File: src/rtl/rv_muldiv_pkg.sv
// Shared encodings for the RV32M/RV64M multiply/divide unit.
// Holds the funct3 op codes, the FSM state encoding and op-class helpers.
package rv_muldiv_pkg;

  localparam logic [2:0] F3_MUL    = 3'b000;
  localparam logic [2:0] F3_MULH   = 3'b001;
  localparam logic [2:0] F3_MULHSU = 3'b010;
  localparam logic [2:0] F3_MULHU  = 3'b011;
  localparam logic [2:0] F3_DIV    = 3'b100;
  localparam logic [2:0] F3_DIVU   = 3'b101;
  localparam logic [2:0] F3_REM    = 3'b110;
  localparam logic [2:0] F3_REMU   = 3'b111;

  localparam logic [1:0] ST_IDLE = 2'd0;
  localparam logic [1:0] ST_CALC = 2'd1;
  localparam logic [1:0] ST_FIX  = 2'd2;

  function automatic logic is_div(input logic [2:0] f3);
    return f3 inside {F3_DIV, F3_DIVU, F3_REM, F3_REMU};
  endfunction

endpackage

File: src/rtl/rv_muldiv_sign_fix.sv
// Final step: conditional two's-complement negate and result select.
// Purely combinational; product negation spans the full 2*XLEN width.
module rv_muldiv_sign_fix #(
  parameter int XLEN = 32
) (
  input  logic [2:0]        f3,
  input  logic              neg,
  input  logic [2*XLEN-1:0] acc,
  output logic [XLEN-1:0]   res
);
  import rv_muldiv_pkg::*;

  logic [2*XLEN-1:0] prod;
  logic [XLEN-1:0]   quot;
  logic [XLEN-1:0]   rem;

  // acc holds the unsigned product for multiplies, {remainder, quotient} for divides
  always_comb begin
    prod = neg ? (2*XLEN)'(0) - acc : acc;
    quot = neg ? XLEN'(0) - acc[XLEN-1:0] : acc[XLEN-1:0];
    rem  = neg ? XLEN'(0) - acc[2*XLEN-1:XLEN] : acc[2*XLEN-1:XLEN];
    case (f3)
      F3_MUL:                      res = prod[XLEN-1:0];
      F3_MULH, F3_MULHSU, F3_MULHU: res = prod[2*XLEN-1:XLEN];
      F3_DIV, F3_DIVU:             res = quot;
      default:                     res = rem;
    endcase
  end

endmodule

File: src/rtl/rv_muldiv_unit.sv
// Iterative M-extension unit: XLEN+1 edges for mul/div, 1 edge for div special cases
// (and for multiplies when RV_MULDIV_FAST_MUL_EN is defined). start ignored while busy; flush aborts.
module rv_muldiv_unit #(
  parameter int XLEN = 32
) (
  input  logic            clk,
  input  logic            reset,
  input  logic            start,
  input  logic [2:0]      funct3,
  input  logic [XLEN-1:0] op_a,
  input  logic [XLEN-1:0] op_b,
  input  logic            flush,
  output logic            busy,
  output logic            done,
  output logic [XLEN-1:0] result
);
  import rv_muldiv_pkg::*;

  localparam int CNT_W = $clog2(XLEN);

  logic [1:0]        state_q, state_d;
  logic [CNT_W-1:0]  cnt_q, cnt_d;
  logic [2:0]        f3_q, f3_d;
  logic [XLEN-1:0]   opd_q, opd_d;
  logic [2*XLEN-1:0] acc_q, acc_d;
  logic              neg_q, neg_d;
  logic [XLEN-1:0]   result_q, result_d;
  logic              done_q, done_d;

  logic              accept;
  logic              sa, sb, neg_e0;
  logic              div_zero, div_ovf, special;
  logic [XLEN-1:0]   mag_a, mag_b;
  logic [XLEN:0]     mul_sum;
  logic [2*XLEN-1:0] mul_next, div_next;
  logic [XLEN:0]     rem_sh;
  logic [XLEN-1:0]   rem_sub;
  logic              rem_ge;
  logic [XLEN-1:0]   fix_res;
`ifdef RV_MULDIV_FAST_MUL_EN
  logic [2*XLEN-1:0] fast_prod;
`endif

  // Operand decode at the accepting edge
  always_comb begin
    accept   = (state_q == ST_IDLE) && start && !flush;
    sa       = (funct3 inside {F3_MUL, F3_MULH, F3_MULHSU, F3_DIV, F3_REM}) && op_a[XLEN-1];
    sb       = (funct3 inside {F3_MUL, F3_MULH, F3_DIV, F3_REM}) && op_b[XLEN-1];
    mag_a    = sa ? XLEN'(0) - op_a : op_a;
    mag_b    = sb ? XLEN'(0) - op_b : op_b;
    neg_e0   = (funct3 == F3_REM) ? sa : (sa ^ sb);
    div_zero = is_div(funct3) && (op_b == '0);
    div_ovf  = (funct3 inside {F3_DIV, F3_REM}) && (op_a == {1'b1, {(XLEN-1){1'b0}}}) && (op_b == '1);
    special  = div_zero || div_ovf;
`ifdef RV_MULDIV_FAST_MUL_EN
    fast_prod = {{XLEN{1'b0}}, mag_a} * {{XLEN{1'b0}}, mag_b};
`endif
  end

  // One iteration step of each algorithm
  always_comb begin
    mul_sum  = acc_q[0] ? {1'b0, acc_q[2*XLEN-1:XLEN]} + {1'b0, opd_q}
                        : {1'b0, acc_q[2*XLEN-1:XLEN]};
    mul_next = {mul_sum, acc_q[XLEN-1:1]};
    rem_sh   = acc_q[2*XLEN-1:XLEN-1];
    rem_ge   = rem_sh >= {1'b0, opd_q};
    rem_sub  = rem_sh[XLEN-1:0] - opd_q;
    div_next = {(rem_ge ? rem_sub : rem_sh[XLEN-1:0]), acc_q[XLEN-2:0], rem_ge};
  end

  rv_muldiv_sign_fix #(.XLEN(XLEN)) u_sign_fix (
    .f3  (f3_q),
    .neg (neg_q),
    .acc (acc_q),
    .res (fix_res)
  );

  always_ff @(posedge clk or posedge reset) begin
    if (reset) begin
      state_q <= ST_IDLE;
    end else begin
      state_q <= state_d;
    end
  end

  always_comb begin
    state_d = state_q;
    case (state_q)
      ST_IDLE: begin
        if (accept) begin
`ifdef RV_MULDIV_FAST_MUL_EN
          state_d = (special || !is_div(funct3)) ? ST_FIX : ST_CALC;
`else
          state_d = special ? ST_FIX : ST_CALC;
`endif
        end
      end
      ST_CALC: if (cnt_q == '0) state_d = ST_FIX;
      ST_FIX:  state_d = ST_IDLE;
      default: state_d = ST_IDLE;
    endcase
    if (flush) state_d = ST_IDLE;
  end

  always_comb begin
    busy   = (state_q != ST_IDLE);
    done   = done_q;
    result = result_q;
  end

  always_comb begin
    f3_d     = f3_q;
    opd_d    = opd_q;
    acc_d    = acc_q;
    neg_d    = neg_q;
    cnt_d    = cnt_q;
    result_d = result_q;
    done_d   = 1'b0;
    case (state_q)
      ST_IDLE: begin
        if (accept) begin
          f3_d  = funct3;
          cnt_d = CNT_W'(XLEN-1);
          neg_d = neg_e0;
          if (is_div(funct3)) begin
            opd_d = mag_b;
            acc_d = {{XLEN{1'b0}}, mag_a};
            // Special-case answers are preloaded as {remainder, quotient}, unsigned
            if (div_zero) begin
              acc_d = {op_a, {XLEN{1'b1}}};
              neg_d = 1'b0;
            end else if (div_ovf) begin
              acc_d = {{XLEN{1'b0}}, op_a};
              neg_d = 1'b0;
            end
          end else begin
            opd_d = mag_a;
`ifdef RV_MULDIV_FAST_MUL_EN
            acc_d = fast_prod;
`else
            acc_d = {{XLEN{1'b0}}, mag_b};
`endif
          end
        end
      end
      ST_CALC: begin
        acc_d = is_div(f3_q) ? div_next : mul_next;
        if (cnt_q != '0) cnt_d = cnt_q - CNT_W'(1);
      end
      ST_FIX: begin
        if (!flush) begin
          result_d = fix_res;
          done_d   = 1'b1;
        end
      end
      default: ;
    endcase
  end

  always_ff @(posedge clk or posedge reset) begin
    if (reset) begin
      cnt_q    <= '0;
      f3_q     <= '0;
      opd_q    <= '0;
      acc_q    <= '0;
      neg_q    <= 1'b0;
      result_q <= '0;
      done_q   <= 1'b0;
    end else begin
      cnt_q    <= cnt_d;
      f3_q     <= f3_d;
      opd_q    <= opd_d;
      acc_q    <= acc_d;
      neg_q    <= neg_d;
      result_q <= result_d;
      done_q   <= done_d;
    end
  end

endmodule

File: config.mk
export PLATFORM = sky130hd
export DESIGN_NAME = rv_muldiv_unit
export DESIGN_NICKNAME = d
export VERILOG_FILES = /design/src/rtl/rv_muldiv_pkg.sv /design/src/rtl/rv_muldiv_sign_fix.sv /design/src/rtl/rv_muldiv_unit.sv
export SDC_FILE = /design/constraint.sdc
export NUM_CORES = 1
export LEC_CHECK = 0
export CORE_ASPECT_RATIO = 0.5
export CORE_UTILIZATION = 37
export CTS_BUF_LIST = sky130_fd_sc_hd__clkbuf_16
export CTS_CLUSTER_SIZE = 40
export DETAILED_ROUTE_END_ITERATION = 8
export GPL_ROUTABILITY_DRIVEN = 0
export SKIP_LAST_GASP = 1
export SYNTH_ARGS = -nofsm -noshare
export SYNTH_HDL_FRONTEND = slang
export SYNTH_HIERARCHICAL = 1
export SYNTH_SLANG_ARGS = --single-unit
File: constraint.sdc
create_clock -name clk -period 8.5 [get_ports clk]
set_clock_uncertainty 0.2 [all_clocks]
set_input_delay 1.7 -clock clk [delete_from_list [all_inputs] [get_ports clk]]
set_output_delay 1.7 -clock clk [all_outputs]
set_load 0.01 [all_outputs]
Yosys cells after proc, flatten, opt, wreduce, memory -nomap -nowiden
Index checks and enable logic that the tools add are counted.
{"block": "totals", "mem_bits_rw": 0, "memories": 0, "mem_bits_ro": 0, "in_bits": 71, "latchBits": 0, "reg_bits": 140, "word_cells": 98}
{"block": "classes", "n_eq_ne": 21, "bitwise": 2, "n_mux": 29, "n_mul": 0, "magnitude_cmp": 1, "n_div": 0, "addsub": 8, "n_reduce_logical": 29, "shifts": 0}
{"operator": "$mux 64", "n": 5}
{"operator": "$mux 32", "n": 7}
{"operator": "$pmux 64 s2", "n": 1}
{"operator": "$sub 1x32->32 const A", "n": 4}
{"operator": "$pmux 32 s3", "n": 1}
{"operator": "$eq 32x32->1 const B", "n": 2}
{"operator": "$sub 1x64->64 const A", "n": 1}
{"operator": "$add 32x32->33", "n": 1}
{"operator": "$ge 33x32->1", "n": 1}
{"operator": "$mux 33", "n": 1}
{"operator": "$logic_not 32->1", "n": 1}
{"operator": "$sub 32x32->32", "n": 1}
{"operator": "$eq 3x3->1 const B", "n": 8}
{"operator": "$reduce_bool 4->1", "n": 3}
{"operator": "$mux 5", "n": 2}
{"operator": "$pmux 5 s2", "n": 1}
{"operator": "$reduce_bool 5->1", "n": 2}
{"operator": "$eq 3x2->1 const B", "n": 3}
{"operator": "$mux 2", "n": 4}
{"operator": "$reduce_and 2->1", "n": 4}
{"operator": "$logic_and 1x1->1", "n": 7}
{"operator": "$eq 3x1->1 const B", "n": 2}
{"operator": "$logic_not 3->1", "n": 2}
{"operator": "$mux 1", "n": 6}
{"operator": "other kinds (16)", "n": 20}

Longest topological paths before layout
Gate-level depths: netlist of run 1.
{"block": "depth", "depth_word": 9, "mapped_depth": 14, "ltp_nobuf": 13}

Modules after synthesis
Netlist of run 1, hierarchy kept.
{"mod": "rv_muldiv_unit", "cells_each": 1587, "area_per_inst_um2": 12672.2, "n_inst": 1}
{"mod": "rv_muldiv_sign_fix", "cells_each": 444, "area_per_inst_um2": 2767.7, "n_inst": 1}

Worst setup path after synthesis of run 1
OpenSTA, ideal clock, no wires.
{"block": "synth_timing", "path_type": "input -> register", "from": "in op_a[5]", "to": "reg acc_q[13]", "t_arrival_ns": 3.699, "setup_time_ns": 0.077, "path_stages": 9, "required_ns": 8.223, "setup_slack_ns": 4.524, "cell_sequence": "or3_1 or3_1 or3_1 o41ai_2 xnor2_1 a21oi_1 a211oi_1 a211oi_1 a21oi_1"}
{"block": "synth_via", "elab_chain_len": 8, "word_cells_on_any_way": 10, "cone_classes": "1 x add/sub; 1 x eq/ne; 6 x mux; 2 x reduce/logical"}
{"element": "start, declared", "line_no": "rv_muldiv_unit.sv:10", "source": "input logic [XLEN-1:0] op_a,"}
{"element": "branches (longest 3 deep; another with $sub 1x32->32)"}
{"element": "$mux 32 *", "line_no": "rv_muldiv_unit.sv:132", "source": "end else if (div_ovf) begin"}
{"element": "$mux 64 *", "line_no": "rv_muldiv_unit.sv:129", "source": "if (div_zero) begin"}
{"element": "$mux 64 *", "line_no": "rv_muldiv_unit.sv:125", "source": "if (is_div(funct3)) begin"}
{"element": "$mux 64 *", "line_no": "rv_muldiv_unit.sv:121", "source": "if (accept) begin"}
{"element": "$pmux 64 s2 *", "line_no": "rv_muldiv_unit.sv:119", "source": "case (state_q)"}
{"element": "end signal, assigned", "line_no": "rv_muldiv_unit.sv:165", "source": "acc_q <= '0;"}
{"element": "end signal, assigned", "line_no": "rv_muldiv_unit.sv:173", "source": "acc_q <= acc_d;"}
{"element": "end, declared", "line_no": "rv_muldiv_unit.sv:25", "source": "logic [2*XLEN-1:0] acc_q, acc_d;"}
Every way passes the cells marked *. The select of a mux whose other input is x is not followed.
A chain may end at the register's enable or synchronous reset.

Worst setup path in the final report of run 1
{"block": "layout_timing", "from": "in op_b[3]", "to": "reg acc_q[13]"}
{"block": "layout_via", "elab_chain_len": 7, "word_cells_on_any_way": 11, "cone_classes": "1 x add/sub; 1 x eq/ne; 6 x mux; 3 x reduce/logical"}
{"element": "start, declared", "line_no": "rv_muldiv_unit.sv:11", "source": "input logic [XLEN-1:0] op_b,"}
{"element": "branches (longest 4 deep; another with $sub 1x32->32)"}
{"element": "$mux 64 *", "line_no": "rv_muldiv_unit.sv:125"}
{"element": "$mux 64 *", "line_no": "rv_muldiv_unit.sv:121"}
{"element": "$pmux 64 s2 *", "line_no": "rv_muldiv_unit.sv:119"}
Marked as above.

==> results.txt, run 1 <==
- For this run, the top clock speed supported by timing is roughly 180 MHz.
- The synthesized netlist occupies a cell area of 15400 sq um.
- No sink is reached through more buffers than the 2 on the longest clock path.
* Area taken by flip-flops and latches: 3510 sq um
- Row generation in the floorplan step produced 52 rows.
- At the worst endpoint, the required time is 8.68 ns.
- Die Y-Extent: 146 um
* Initial detailed-routing violation count: 2284
- Along the worst path, the maximum fanout reaches 16.
- For the worst setup path, the data arrival time is 5.63 ns.
- The slowest stage of the critical path is the sky130_fd_sc_hd__nand2_1 cell.
* Share of synthesized area occupied by flip-flops and latches: 22.7%
- Summing all multi-input logic gate instances after layout gives around 11000 sq um.
* X dimension of the die: between 200 and 300 um
- Synthesis produced a netlist with a net count of 2175.
* Number of antenna violations at the first check in global routing: 1
- In the final routed layout, each cell accounts on average for around 24 um.
- TritonCTS built the clock tree.
- After detailed routing, the number of remaining DRC violations is 0.
- Cell family contributing the most delay on the critical path: simple AND/OR/NAND/NOR gates
- The final number of max-transition violations came to 0.
- Critical Path Source Type: primary input
- Summing internal, switching and leakage power gives between 0.006 and 0.007 W.
- Most common cell in the netlist: sky130_fd_sc_hd__a21oi_1
- Number of enable-type register cells in the synthesized netlist: 0
- Leading post-synthesis cells by instance count: sky130_fd_sc_hd__a21oi_1 (197), sky130_fd_sc_hd__nand2_1 (182), sky130_fd_sc_hd__o21ai_0 (172)
* Critical path class: primary input to flip-flop
- The first detailed-routing pass took 8 iterations.
- The finished layout holds about 2600 standard cells, fillers aside.
* Ratio of final minimum period to clock period: about 64%
* Hold Path Class: flip-flop to flip-flop
- Summed over all layers, the global routing overflow is 0.
- Initial Utilization: 37.8%
- Across the run, the number of max-cap violations was 0.
- The worst register-to-register path has a setup slack of 4.01 ns.
- Pwr per Cell Area: 360 nW/um^2
- Worst path setup slack after routing: ~3.1 ns
* Total of endpoints with negative setup slack in the final report: 0
- Total Routed Length: 61.4 mm
* Antenna-violating nets left: 0
- Clock insertion delay at the later pin of the skew report: 0.46 ns
- Via count: 16700
- Dominant register cell in the synthesized netlist: sky130_fd_sc_hd__dfrtp_1
* CTS H-Tree Depth: 4
- The number of hold buffers added after CTS was 0.
- Reg clk slew, reported paths: about 0.070 ns
- The worst-case IR drop observed on VDD is 0.232 mV.
- Vias/cell: between 6 and 7
- Die Area: 42600 sq um
- Tightest Pin Transition: ~1.2 ns
* Clock sinks: 140
- The largest total area in the synthesized netlist belongs to sky130_fd_sc_hd__dfrtp_1.
- The core region is about 40000 sq um.
- Number of buffers added for setup after CTS: 0
- Distinct cells, synth: between 80 and 90
* CTS root buf: sky130_fd_sc_hd__clkbuf_16
- For this run, the slowest stage of the critical path takes 0.83 ns.
- Total of fill cells in the finished design: 4147
* Category of the worst setup path capture point: flip-flop
- During I/O placement, the number of pins put on the boundary was 105.
- Traced cell by cell, the critical path runs through clkdlybuf4s50_1, or4_4, nor4_4, and4b_1, nand4b_1, nand2_1, a21oi_1, a211oi_1, a211oi_1, a21oi_1.
- The run finished with clean final reports.
* Leakage power total: 6.80 nW
- Final worst path period need: 5.45 ns
- Hold Vio Cnt, Final: 0
- Cell total after placement: about 2600
* Post-DP HPWL: 46.0 mm
* Final Net Count: 2192
- The first global-routing pass estimated 91.6 mm of wire.
* Area share of the largest cell type after synthesis: 22.7%
* Async set or reset register ratio after synthesis: 100%
* Via count of the first global-routing pass: 14800
- The area growth from synthesis to layout is 12.8%.
- Ranked by total cell area, the synthesized netlist is headed by sky130_fd_sc_hd__dfrtp_1 (23%), sky130_fd_sc_hd__a21oi_1 (6.4%), sky130_fd_sc_hd__ha_1 (5.8%).
- The count of buffers added on input and output ports is ~100.
* Average footprint of a synthesized cell: 7.60 sq um
- In the final timing run, aggregate negative setup slack is 0 ns.
* Post-placement worst setup slack: around 2.7 ns
- For this run, the number of Yosys warnings is 6.
* Global router's overall resource usage: between 20 and 30%
- The number of gates resized after CTS was 0.
- Largest net degree at the start of global routing: 82
- Setup repair after global routing left no endpoint under its margin.
- Sum of buffers and inverters on the critical path: 1
* Non-Filler Cell Area, Final: about 17000 sq um
- Buffers inserted during clock tree synthesis total 17.
* Relative slew margins: 17.3%
- Cells after Synth: slightly above 2000
* Dpl cell area: 16800 sq um
* Total of flip-flops plus latches after synthesis: 140
- In the final layout, the share of cells above drive strength 1 is approximately 6.9%.
power by group:
part,internal (W),switching (W)
clock network,0.000430,0.000334
registers,0.000909,0.000585
logic,0.00163,0.00237
total,0.00297,0.00329
through the flow:
step           hold slack (ns)  utilization [%]
6_report                 0.306             42.7
5_1_grt                  0.324             42.7
4_1_cts                  0.314             42.7
3_5_place_dp             0.299             41.3
3_3_place_gp             0.291             41.3
2_1_floorplan            0.261                -
sequential cells by signal, indices dropped and copies added, names as in the netlist:
register	count
result	32
f3_q	3
cnt_q	5
neg_q	1
acc_q	64
opd_q	32
state_q	2
done	1
cells in the final DEF, fill, tap and decap left out, drive strengths merged, types with 24 or more instances in the layout:
| cell type | netlist | routed |
|---|---|---|
| nand4 | 27 | 27 |
| mux2i | 60 | 60 |
| dfrtp | 140 | 140 |
| a211oi | 50 | 50 |
| a21o | 27 | 27 |
| nor2 | 151 | 151 |
| o21ai | 179 | 179 |
| o211ai | 30 | 30 |
| clkdlybuf4s50 | 0 | 103 |
| buf | 19 | 26 |
| nand3 | 57 | 57 |
| nor4 | 33 | 33 |
| or4 | 24 | 24 |
| nand2 | 182 | 182 |
| xor2 | 76 | 76 |
| o31ai | 29 | 29 |
| a21oi | 198 | 198 |
| inv | 79 | 83 |
| ha | 71 | 71 |
| mux2 | 37 | 37 |
| a31oi | 41 | 41 |
| xnor2 | 78 | 78 |
| or3 | 26 | 26 |
| nor3 | 49 | 49 |
layer usage:
metal	routed length, um	track usage [%]
met5	0	0
met1	27400	39.7
met3	6950	8.25
met4	1510	8.02
met2	25600	40.6
cell type report:
type,instances,area share [%]
clock buffers,17,2.44
inverters,81,1.77
repair buffers,129,7.02
diodes,1,0.0144
well taps,540,3.88
flip-flops and latches,140,20.1
clock inverters,15,0.862
multi-input cells,1679,63.9
cells by family after synthesis:
family                   Yosys count  synth area share [%]
AND/OR/NAND/NOR                  645                  21.3
adder cells (fa/ha/maj)           73                  6.01
buffers and inverters            212                  5.44
AO/OA/AOI/OAI                    710                  29.3
multiplexers                      97                  6.59
XOR/XNOR                         154                  8.74
flip-flops                       140                  22.7
worst paths after layout:
| kind | from | end | cells after the start |
|---|---|---|---|
| setup / recovery | op_b[3] | acc_q[13]$_DFFE_PP0P_ | 10 |
| min in group asynchronous | reset | result[15]$_DFFE_PP0P_ | 2 |
| hold reg to reg | result[8]$_DFFE_PP0P_ | result[8]$_DFFE_PP0P_ | 1 |
| hold / removal | result[8]$_DFFE_PP0P_ | result[8]$_DFFE_PP0P_ | 1 |
| max in group asynchronous | reset | neg_q$_DFFE_PP0P_ | 3 |
| setup reg to reg | acc_q[46]$_DFFE_PP0P_ | acc_q[56]$_DFFE_PP0P_ | 11 |
No activity file was read; power rests on OpenSTA's default activity.
==> inputs of run 2 (changes only) <==
clock period = 5.2 ns   (was 8.5 ns; I/O delays follow)
==> run 2 against run 1 <==
- utilization increased by 0.44 points
- worst setup slack got worse by 2.0 ns
- power increased by 66%
- sequential power increased by 55%
- non-clock buffer count increased by 18
- die area unchanged
- sequential cell count unchanged
- highest routed layer is now met5
==> results.txt, run 2 (synthesis results as in run 1) <==
- Across all layers, the routed design uses 16700 vias.
* Number of maximum-capacitance violations: 0
* Proportion of total power due to net switching: 52.5%
* Die Area: 42600 sq um
- After detailed routing, the average wire length per cell comes to 23.8 um.
* Worst EP required: 5.32 ns
* Vias/cell: around 6.4
- The final layout contains routed wiring with a total length of ~62 mm.
- Across the VDD grid, the largest voltage drop is 0.254 mV.
- Entering global routing, the biggest net connects 101 pins.
- Global router's overall resource usage: 28.7%
- Post-CTS Resized: 0
* Worst path setup slack after routing: 1.08 ns
- DRC errors left: 0
- Net load switching power: ~0.0055 W
- Leakage power total: ~6.9 nW
- Origin of the critical flop-to-flop path: acc_q[58]$_DFFE_PP0P_
- Ratio of final minimum period to clock period: 79.2%
- In the layout the commonest cells are sky130_fd_sc_hd__a21oi_1 (197), sky130_fd_sc_hd__nand2_1 (182), sky130_fd_sc_hd__o21ai_0 (172).
* Critical Path Source Type: flip-flop
* Category of the worst setup path capture point: flip-flop
- The final number of max-transition violations is 0.
- X dimension of the die: 291 um
* Final Net Count: 2210
- Buffers inserted during clock tree synthesis total 17.
- The internal portion of the total power is 0.00494 W.
* Clock share of power: 12.0%
* Relative slew margins: 19.8%
- Outcome: finished clean
- Unrepaired setup endpoints after global routing: no
- Top Ports: 105
- Row count: 52
- Critical path startpoint: acc_q[58]$_DFFE_PP0P_
* Setup slack, reg-to-reg: 1.08 ns
* Most common library cell in the layout ignoring fill and taps: sky130_fd_sc_hd__a21oi_1
- In this run the worst path has a maximum fanout of 49.
- Portion of total power attributed to sequential cells: 22.2%
- CTS H-Tree Depth: 4
- The register with the most flip-flops in the layout has 64 of them.
- Global-route wire length before repair: approximately 94 mm
* Tightest Pin Transition: between 1 and 1.5 ns
* Remaining global-route overflow: 0
- Post-Route Setup TNS: 0 ns
- After floorplanning, the core was sized to cover 40800 sq um.
- Of the total power, combinational logic draws 65.8%.
- The initial utilization of the core area, before any placement, comes to 37.8%.
- Setup violations remaining at the end of the flow were counted as 0.
* Clock tree buffer depth: 2
- Cells with a size suffix above 1 make up 7.65% of the layout.
* Achievable Freq: 243 MHz
* CP arrival: between 4 and 5 ns
* Reg clk slew, reported paths: 0.06 ns
- Post-synthesis to final-layout area growth: 14.0%
* Die Y-Extent: 146 um
* Drt first pass iters: 8
- Hold Vio Cnt, Final: 0
- Clock insertion delay at the later pin of the skew report: 0.46 ns
- Quantity of I/O buffers inserted on ports: roughly 100
- For the worst flop-to-flop path, the logic depth is 11.
* Final worst path period need: between 4 and 5 ns
- Clock sinks: 140
* Number of buffers added for setup after CTS: 0
* Crit path to: acc_q[57]$_DFFE_PP0P_
- In this run, post-CTS hold repair placed 0 buffers.
- Register ranked first by flip-flop count: acc_q
* Hold Path Class: flip-flop to flip-flop
- In this run the remaining antenna-violating nets after routing total 0.
- The cell sitting at the root of the clock tree is a sky130_fd_sc_hd__clkbuf_16.
- After legalization and detailed placement, the total HPWL measured 46.8 mm.
* TritonCTS clock tree: done
- Via count of the first global-routing pass: between 10000 and 15000
- The number of antenna diodes in the final layout is 0.
* Critical path class: flip-flop to flip-flop
- Number of antenna violations at the first check in global routing: 1
- For this design the ratio of total power to cell area is 591 nW/um^2.
* Post-placement worst setup slack: 0.876 ns
- Capture point of the worst reg-to-reg path: acc_q[57]$_DFFE_PP0P_
- Initial detailed-routing violation count: ~2400
## run 2: cell types whose count changed in the layout (fill, tap and decap cells not counted), sizes merged
cell      change
buf          +18
clkinv        +2
clkinvlp      -1
diode         -1
inv           -1
## run 2: per-stage QoR
step / hold WS, ns / power (W) / utilization, % / instances / area, sq um
2_1_floorplan: 0.261 / 0.00664 / - / 2031 / 15400
3_3_place_gp: 0.292 / 0.00886 / 41.7 / 2587 / 17000
3_5_place_dp: 0.297 / 0.00890 / 41.7 / 2587 / 17000
4_1_cts: 0.307 / 0.0102 / 43.1 / 2619 / 17600
5_1_grt: 0.324 / 0.0111 / 43.1 / 2619 / 17600
6_report: 0.303 / 0.0104 / 43.1 / 2619 / 17600
## run 2: how the worst min path moves through the flow
stage	slack, ns	from	cells past startpoint	to
2_1_floorplan	0.26	state_q[1]$_DFFE_PP0P_	1	state_q[1]$_DFFE_PP0P_
3_3_place_gp	0.29	cnt_q[0]$_DFFE_PP0P_	1	cnt_q[0]$_DFFE_PP0P_
3_5_place_dp	0.30	result[17]$_DFFE_PP0P_	1	result[17]$_DFFE_PP0P_
4_1_cts	0.31	cnt_q[0]$_DFFE_PP0P_	1	cnt_q[0]$_DFFE_PP0P_
5_1_grt	0.32	result[15]$_DFFE_PP0P_	1	result[15]$_DFFE_PP0P_
6_report	0.30	result[17]$_DFFE_PP0P_	1	result[17]$_DFFE_PP0P_
## run 2: routing by layer
layer	routed length [um]	part of all wire (%)	up-vias	GRT usage, %
met1	27100	43	7996	39.9
met3	7790	12	124	10.2
met2	26000	42	937	41.4
met4	1510	2.4	2	8.04
li1	-	-	7660	-
met5	13	0.021	-	0
## run 2: area by class of cell
class / count / area, sq um
sequential: 140 / 3510
tap: 540 / 676
fill: 4056 / 23200
multi-input combinational: 1679 / 11100
inverter: 81 / 309
timing repair buffer: 147 / 1410
clock buffer: 17 / 425
clock inverter: 15 / 146
## run 2: power by group through the flow
| stage | Sequential [W] | Clock [W] | Combinational, W |
|---|---|---|---|
| after floorplan | 0.00203 | 0 | 0.00462 |
| after global placement | 0.00227 | 0 | 0.00659 |
| after detailed placement | 0.00227 | 0 | 0.00662 |
| after CTS | 0.00225 | 0.00127 | 0.00666 |
| after global routing | 0.00235 | 0.00130 | 0.00742 |
| final | 0.00231 | 0.00125 | 0.00684 |
## run 2: critical path: stages, from the launching register on
cell	delay, ns
sky130_fd_sc_hd__dfrtp_1	0.57
sky130_fd_sc_hd__ha_1	0.47
sky130_fd_sc_hd__and4_1	0.30
sky130_fd_sc_hd__nand2_1	0.21
sky130_fd_sc_hd__nor4_1	0.47
sky130_fd_sc_hd__buf_4	0.23
sky130_fd_sc_hd__a211oi_1	0.09
sky130_fd_sc_hd__o21ai_0	0.40
sky130_fd_sc_hd__nor3_4	0.10
sky130_fd_sc_hd__buf_12	0.20
sky130_fd_sc_hd__a32o_1	0.30
sky130_fd_sc_hd__or4_1	0.42
